`src/rtl/obi_result_mailbox.sv`:
```
`default_nettype none
// ============================================================================
// Module   : obi_result_mailbox
// Purpose  : OBI data-bus slave collecting 128-bit AES encryption/decryption
//            results from four word writes each, with status, clear and a
//            sticky program-done flag. Always ready; one registered response
//            per grant.
// Revision : 1.0 - initial release
// ============================================================================
module obi_result_mailbox #(
    parameter logic [31:0] BASE_ADDR = 32'h0000_8000
) (
    input  logic         clk_i,
    input  logic         rst_i,
    input  logic         data_req_i,
    output logic         data_gnt_o,
    input  logic [31:0]  data_addr_i,
    input  logic         data_we_i,
    input  logic [3:0]   data_be_i,
    input  logic [31:0]  data_wdata_i,
    output logic         data_rvalid_o,
    output logic [31:0]  data_rdata_o,
    output logic         data_err_o,
    output logic [127:0] result_enc_o,
    output logic [127:0] result_dec_o,
    output logic         enc_valid_o,
    output logic         dec_valid_o,
    output logic         program_done_o
);

    localparam logic [3:0] C_OFF_STATUS = 4'd8;
    localparam logic [3:0] C_OFF_CLEAR  = 4'd9;
    localparam logic [3:0] C_OFF_DONE   = 4'd10;

    logic        w_hit;
    logic [3:0]  w_off;
    logic [1:0]  w_idx;
    logic        w_err;
    logic        w_wr;
    logic        w_wr_enc;
    logic        w_wr_dec;
    logic [31:0] w_rd;

    logic [31:0] r_enc [4];
    logic [31:0] r_dec [4];
    logic [3:0]  r_enc_mask;
    logic [3:0]  r_dec_mask;
    logic        r_done;
    logic        r_rvalid;
    logic        r_err;
    logic [31:0] r_rdata;

    assign w_hit    = data_req_i && (data_addr_i[31:6] == BASE_ADDR[31:6]);
    assign w_off    = data_addr_i[5:2];
    assign w_idx    = data_addr_i[3:2];
    // Misaligned accesses and the unmapped tail of the window both error out.
    assign w_err    = (data_addr_i[1:0] != 2'b00) || (w_off > C_OFF_DONE);
    assign w_wr     = w_hit && data_we_i && !w_err;
    assign w_wr_enc = w_wr && (w_off[3:2] == 2'b00);
    assign w_wr_dec = w_wr && (w_off[3:2] == 2'b01);

    assign data_gnt_o     = w_hit;
    assign data_rvalid_o  = r_rvalid;
    assign data_rdata_o   = r_rdata;
    assign data_err_o     = r_err;
    // The mask only clears on CLEAR/reset, so a full mask is exactly "valid".
    assign enc_valid_o    = &r_enc_mask;
    assign dec_valid_o    = &r_dec_mask;
    assign program_done_o = r_done;

    generate
        for (genvar n = 0; n < 4; n++) begin : g_words
            assign result_enc_o[32*n +: 32] = r_enc[n];
            assign result_dec_o[32*n +: 32] = r_dec[n];
        end
    endgenerate

    // Read data multiplexer for the registered response.
    always_comb begin
        w_rd = 32'd0;
        case (w_off)
            4'd0, 4'd1, 4'd2, 4'd3: w_rd = r_enc[w_idx];
            4'd4, 4'd5, 4'd6, 4'd7: w_rd = r_dec[w_idx];
            C_OFF_STATUS:           w_rd = {29'd0, r_done, dec_valid_o, enc_valid_o};
            default:                w_rd = 32'd0;
        endcase
    end

    // Register file, flags and response pipeline; reset drops any pending response.
    always_ff @(posedge clk_i) begin
        if (rst_i) begin
            for (int n = 0; n < 4; n++) begin
                r_enc[n] <= 32'd0;
                r_dec[n] <= 32'd0;
            end
            r_enc_mask <= 4'd0;
            r_dec_mask <= 4'd0;
            r_done     <= 1'b0;
            r_rvalid   <= 1'b0;
            r_err      <= 1'b0;
            r_rdata    <= 32'd0;
        end else begin
            r_rvalid <= w_hit;
            r_err    <= w_hit && w_err;
            r_rdata  <= (w_hit && !data_we_i && !w_err) ? w_rd : 32'd0;

            for (int k = 0; k < 4; k++) begin
                if (w_wr_enc && data_be_i[k]) r_enc[w_idx][8*k +: 8] <= data_wdata_i[8*k +: 8];
                if (w_wr_dec && data_be_i[k]) r_dec[w_idx][8*k +: 8] <= data_wdata_i[8*k +: 8];
            end
            if (w_wr_enc && (data_be_i != 4'd0)) r_enc_mask[w_idx] <= 1'b1;
            if (w_wr_dec && (data_be_i != 4'd0)) r_dec_mask[w_idx] <= 1'b1;

            if (w_wr && (w_off == C_OFF_CLEAR) && data_be_i[0]) begin
                if (data_wdata_i[0]) r_enc_mask <= 4'd0;
                if (data_wdata_i[1]) r_dec_mask <= 4'd0;
            end
            if (w_wr && (w_off == C_OFF_DONE)) r_done <= 1'b1;
        end
    end

endmodule
`default_nettype wire

```
`config.mk`:
```
export PLATFORM = sky130hd
export DESIGN_NAME = obi_result_mailbox
export DESIGN_NICKNAME = d
export VERILOG_FILES = /design/src/rtl/obi_result_mailbox.sv
export SDC_FILE = /design/constraint.sdc
export NUM_CORES = 1
export LEC_CHECK = 0
export BUFFER_PORTS_ARGS = -buffer_cell sky130_fd_sc_hd__buf_4
export CAP_MARGIN = 40
export CORE_MARGIN = 1
export CORE_UTILIZATION = 55
export DETAILED_ROUTE_END_ITERATION = 10
export GPL_ROUTABILITY_DRIVEN = 0
export GPL_TIMING_DRIVEN = 0
export PLACE_DENSITY = 0.83
export RECOVER_POWER = 50
export SYNTH_ARGS = -nofsm -noshare
export SYNTH_HDL_FRONTEND = slang
export SYNTH_SLANG_ARGS = --single-unit
```
`constraint.sdc`:
```
create_clock -name clk_i -period 4.1 [get_ports clk_i]
set_clock_uncertainty 0.15 [all_clocks]
set_input_delay 0.615 -clock clk_i [delete_from_list [all_inputs] [get_ports clk_i]]
set_output_delay 0.615 -clock clk_i [all_outputs]
set_load 0.03 [all_outputs]
```
# [Yosys cells after proc, flatten, opt, wreduce, memory -nomap -nowiden]
# Memory sizes are Yosys's and may differ from the RTL's.
# Index checks and enable logic that the tools add are counted.
# W data, S select, Z words.
[totals] ff_bits=43 ram_bits=256 elab_cells=103 mem_count=2 in_bits=72 output_inout_bits=294
[mem_list] memory="r_dec" depth=4 width=32 rd=5 rd_clocked_by_memory_dff=0 wr=4 line="45" rtl="logic [31:0] r_dec [4];"
[mem_list] memory="r_enc" depth=4 width=32 rd=5 rd_clocked_by_memory_dff=0 wr=4 line="44" rtl="logic [31:0] r_enc [4];"
[op_classes] n_eq_ne=12 order_cmp=3 n_reduce_logical=36 bitwise=3 n_mux=41
[ops] op="$pmux W32 S3" count=1
[ops] op="$mux W32" count=2
[ops] op="$reduce_or A32 Y1" count=2
[ops] op="$mux W4" count=8
[ops] op="$mux W1" count=27
[ops] op="$eq A26 B10 Y1 const B" count=1
[ops] op="$logic_and A1 B1 Y1" count=22
[ops] op="$eq A4 B3 Y1 const B" count=4
[ops] op="$eq A4 B4 Y1 const B" count=3
[ops] op="$eq A4 B2 Y1 const B" count=2
[ops] op="$or A4 B4 Y4" count=2
[ops] op="$reduce_and A4 Y1" count=2
[ops] op="$reduce_or A4 Y1" count=2
[ops] op="$eq A4 B1 Y1 const B" count=1
[ops] op="$gt A4 B4 Y1 const B" count=1
[ops] op="$logic_not A4 Y1" count=1
[ops] op="$mux W2" count=2
[ops] op="$reduce_bool A4 Y1" count=1
[ops] op="$lt A2 B3 Y1 const B" count=1
[ops] op="$demux W1 S2" count=1
[ops] op="$eq A2 B1 Y1 const B" count=1
[ops] op="$ge A2 B1 Y1 const B" count=1
[ops] op="$logic_not A1 Y1" count=2
[ops] op="$logic_not A2 Y1" count=1
[ops] op="other kinds (4)" count=4

# [Logic depth before layout (Yosys ltp)]
[logic_depth] depth_word=11 ltp_mapped=9 ltp_nobuf=5

# [Worst setup path before layout]
# Ideal clock, no wire load.
[synth_path] path_kind="input to register" start="input data_addr_i[14]" end="memory r_enc[3][0] (enable)" path_stages=6 path_slack_ns=1.263 n_path_buf=1 t_arrival_ns=2.311 cell_sequence="nor4bb_1 -> nand4_2 -> nor3_2 -> clkbuf_1 -> a31oi_1 -> a21oi_1"
[synth_rtl] element="start: declaration" line="17" rtl="input logic [31:0] data_addr_i,"
[synth_rtl] element="end: declaration" line="44"

==> flow_summary_export.csv <==
group,metric,value,unit
clock_network,cts.sinks,299,
worst_setup_path,rr_endpoint,"data_rdata_o[0]",
sta,setup_viol,0,
detailed_routing,routed_wirelength,44650,um
layout,area.growth.synth_to_final,23.16,%
clock_network,cts_hold_buffers,0,
grt,grt_pass1_wl,63720,um
worst_hold_path,whs_path_depth,2,
worst_setup_path,critPathMaxStageDelay,1100,ps
sta,relSlewSlack,18.50,%
worst_setup_path,cp_common_cell,"buf_4",
worst_setup_path,startpoint_type,"input port",
detailed_routing,viasPerCell,6.395,
sta,fin_crit_sh,88.05,%
worst_setup_path,worst-setup-path-type,"input port to flop",
synth,yosys.cell_count.top_type,"edfxtp_1",
clock_network,cts_tree,"built",
sta,fin_tns_setup,0,ps
synth,ys_ff_latch,299,
detailed_routing,wl_per_cell,27.11,um
synth,synth_edf_count,256,
synth,synth_compound_area_share,3.318,%
worst_setup_path,crit_chain,"buf_4, nor4_2, nand4_1, nor4_1, clkbuf_1, a21oi_1, buf_4",
placed_design,numPortBuffers,359,
worst_setup_path,crit_required,4250,ps
synth,postSynthAreaPerCell,14.44,sq um
grt,antenna_found_initial,2,
clock_network,cts_buffer_depth,3,
worst_hold_path,hp-class,"input port to flop",
worst_setup_path,rrSetupSlack,2480,ps
worst_hold_path,min_from,"data_we_i",
floorplan,die_w,156.5,um
synth,netlist_instances,909,
clock_network,cts_max_level,1,
clock_network,postCtsSetupBuffers,0,
job,drv_cap,0,
grt,overflow,0,
synth,synthMuxAreaShare,13.20,%
layout,finalNetCount,1375,
floorplan,die_y,156.5,um
sta,worstMarginPinSlew,1211,ps
floorplan,ios,366,
placed_design,dp.cells,1590,
synth,syn_area,0.01312,sq mm
worst_setup_path,worst-path-buf-inv,3,
synth,seq_area_frac_synth,65.14,%
detailed_routing,vias,10530,
detailed_routing,ant_nets,0,
sta,rsz0062_at_grt,"no",
power_and_ir_drop,pwr-share-comb,11.8,%
worst_setup_path,worst_ep_arrival_time,3760,ps
sta,hold_violations,0,
layout,layout-drive-gt1-share,15.08,%
synth,synth_top_area_cell,"edfxtp_1",
clock_network,clockRootBuffer,"clkbuf_16",
synth,async_reset_ff_share,0,%
floorplan,core,0.02340,sq mm
synth,synthTopCellsByArea,"edfxtp_1 59%, mux4_2 11%, dfxtp_1 6.6%, and3_1 4.0%, nor3_1 3.0%",
sta,max_freq,0.2770,GHz
worst_setup_path,rr_startpoint,"r_dec[2][0]",
synth,synthSimpleGateAreaFrac,15.67,%
grt,grt_pass1_vias,10070,
floorplan,initial_utilization,56.07,%
synth,synth_cell_type_count,39,
layout,fin_area,0.01616,sq mm
grt,grt_max_degree,16,
synth,synth_fa_ha_area_share,0,%
clock_network,clk_pin_slew,60,ps
power_and_ir_drop,netSwitchingFraction,25.82,%
detailed_routing,first_pass_iters,6,
layout,instances_no_fill,1647,
power_and_ir_drop,clockPowerShare,39.9,%
clock_network,cts_buffers,29,
worst_setup_path,reg2regPathDepth,3,
synth,synthXorXnorAreaFrac,0,%
synth,yosys_most_used_dff,"edfxtp_1",
power_and_ir_drop,seq_power_share,48.3,%
power_and_ir_drop,vdd_drop_max,0.3057,mV
floorplan,row_count,56,
power_and_ir_drop,p_leak,5.816,nW
clock_network,clk_latency,560,ps
layout,final_core_util,69.06,%
worst_setup_path,worstPathMaxFanout,10,
sta,period_needed,3610,ps
worst_setup_path,cp_slowest_cell,"nor4_1",
synth,synth_nets,981,
power_and_ir_drop,power.density,450.6,mW/mm^2
floorplan,die-area,0.02448,sq mm
placed_design,placed_area,0.01625,sq mm
synth,synth_top_area_share,58.58,%
synth,synth.top_cells.by_count,"256 x edfxtp_1, 92 x nor2_1, 84 x and3_1, 79 x nor3_1, 64 x mux4_2",
sta,drv_slew,0,
grt,grt_usage,36.26,%
worst_setup_path,cpLargestDelayFamily,"simple AND/OR/NAND/NOR gates",
clock_network,cts-resized-gates,0,
synth,synth_top_family_by_area,"simple AND/OR/NAND/NOR gates",
detailed_routing,drc_errors,0,
placed_design,dp_hpwl,32890,um
synth,yosys_warnings,0,
detailed_routing,drt_iter0_markers,1327,
worst_hold_path,worstHoldEndpoint,"data_rdata_o[2]",
power_and_ir_drop,internal-power,5.403,mW
power_and_ir_drop,p_sw,1.880,mW
worst_setup_path,endpoint_kind,"flop",
outcome,status,"completed",
[worst register-to-register path, delay by kind of cell (launching register included)]
family | cells | cell delay [ps]
AOI/OAI and AO/OA | 2 | 650
DFF | 1 | 390
muxes | 1 | 260
[state kept, by name (all words and copies together) (netlist names)]
signal,cells
r_dec,128
r_enc,128
data_rdata_o,32
r_dec_mask,4
r_enc_mask,4
data_err_o,1
data_rvalid_o,1
program_done_o,1
[layer usage]
metal	up-vias	part of all wire, %	track usage, %
met5	-	0	0
met4	0	5.5	17.55
met3	153	12	7.145
met2	907	48	59.93
met1	5144	34	46.18
li1	4328	-	-
[placed cells by master, fill, tap and decap left out, drive strengths merged]
cell and n:
bufinv 6, and2 34, mux2i 29, a21o 19, diode 2, a31o 7
nor3 80, or2 1, nand2 31, clkinv 7, nor2b 4, or4 3
dfxtp 43, clkdlybuf4s25 1, a41oi 4, and3 84, a31oi 6, a311oi 4
a2111oi 3, nand4 2, o21ai 1, edfxtp 256, a21oi 2, clkbuf 400
mux4 64, clkinvlp 2, or3 1, nand2b 5, a41o 6, nor4bb 1
buf 84, nor2 92, nand3 5, nor4 7, inv 3, a22oi 3
and4 26
[area by class of cell]
type	instances	area [sq um]
clock inverters	16	240.2
diodes	2	5.005
repair buffers	363	1629
inverters	2	7.507
multi-input cells	524	4205
well taps	319	399.1
fillers	1837	7241
clock buffers	38	789.5
flip-flops and latches	299	8548
plain buffers	84	337.8
[per-stage QoR]
stage                     setup WS [ps]  power (mW)  hold slack (ps)
after floorplan                    1263       4.102            282.4
after global placement            90.15       4.507            294.9
after detailed placement          254.9       4.532            312.5
after CTS                         817.1       7.355            122.7
after global routing              363.5       7.420            136.9
final                             489.9       7.283            136.2
[power groups by stage]
stage / registers (mW) / clock network [mW] / logic [mW]
4_1_cts: 3.52 / 2.88 / 0.954
3_5_place_dp: 3.58 / 0 / 0.949
2_1_floorplan: 3.82 / 0 / 0.283
6_report: 3.52 / 2.91 / 0.856
5_1_grt: 3.53 / 3.01 / 0.887
3_3_place_gp: 3.58 / 0 / 0.929
[cell families (layout without fill, tap and decap cells)]
family / after synthesis / count (layout)
buf+inv: 86 / 503
simple gates: 376 / 376
compound gates: 55 / 55
other cells: 0 / 2
mux: 93 / 93
flops: 299 / 299
[how the worst max path moves through the flow]
stage	from	endpoint	slack, ps	cells after the start
6_report	data_addr_i[8]	r_enc[3][0]	490	7
5_1_grt	data_addr_i[14]	r_enc[3][0]	360	7
4_1_cts	data_addr_i[8]	r_enc[3][0]	820	8
3_5_place_dp	data_addr_i[8]	r_enc[3][5]	250	8
3_3_place_gp	data_addr_i[14]	r_enc[3][5]	90	7
2_1_floorplan	data_addr_i[14]	r_enc[3][0]	1260	6
Power figures use the tool's default switching activity.
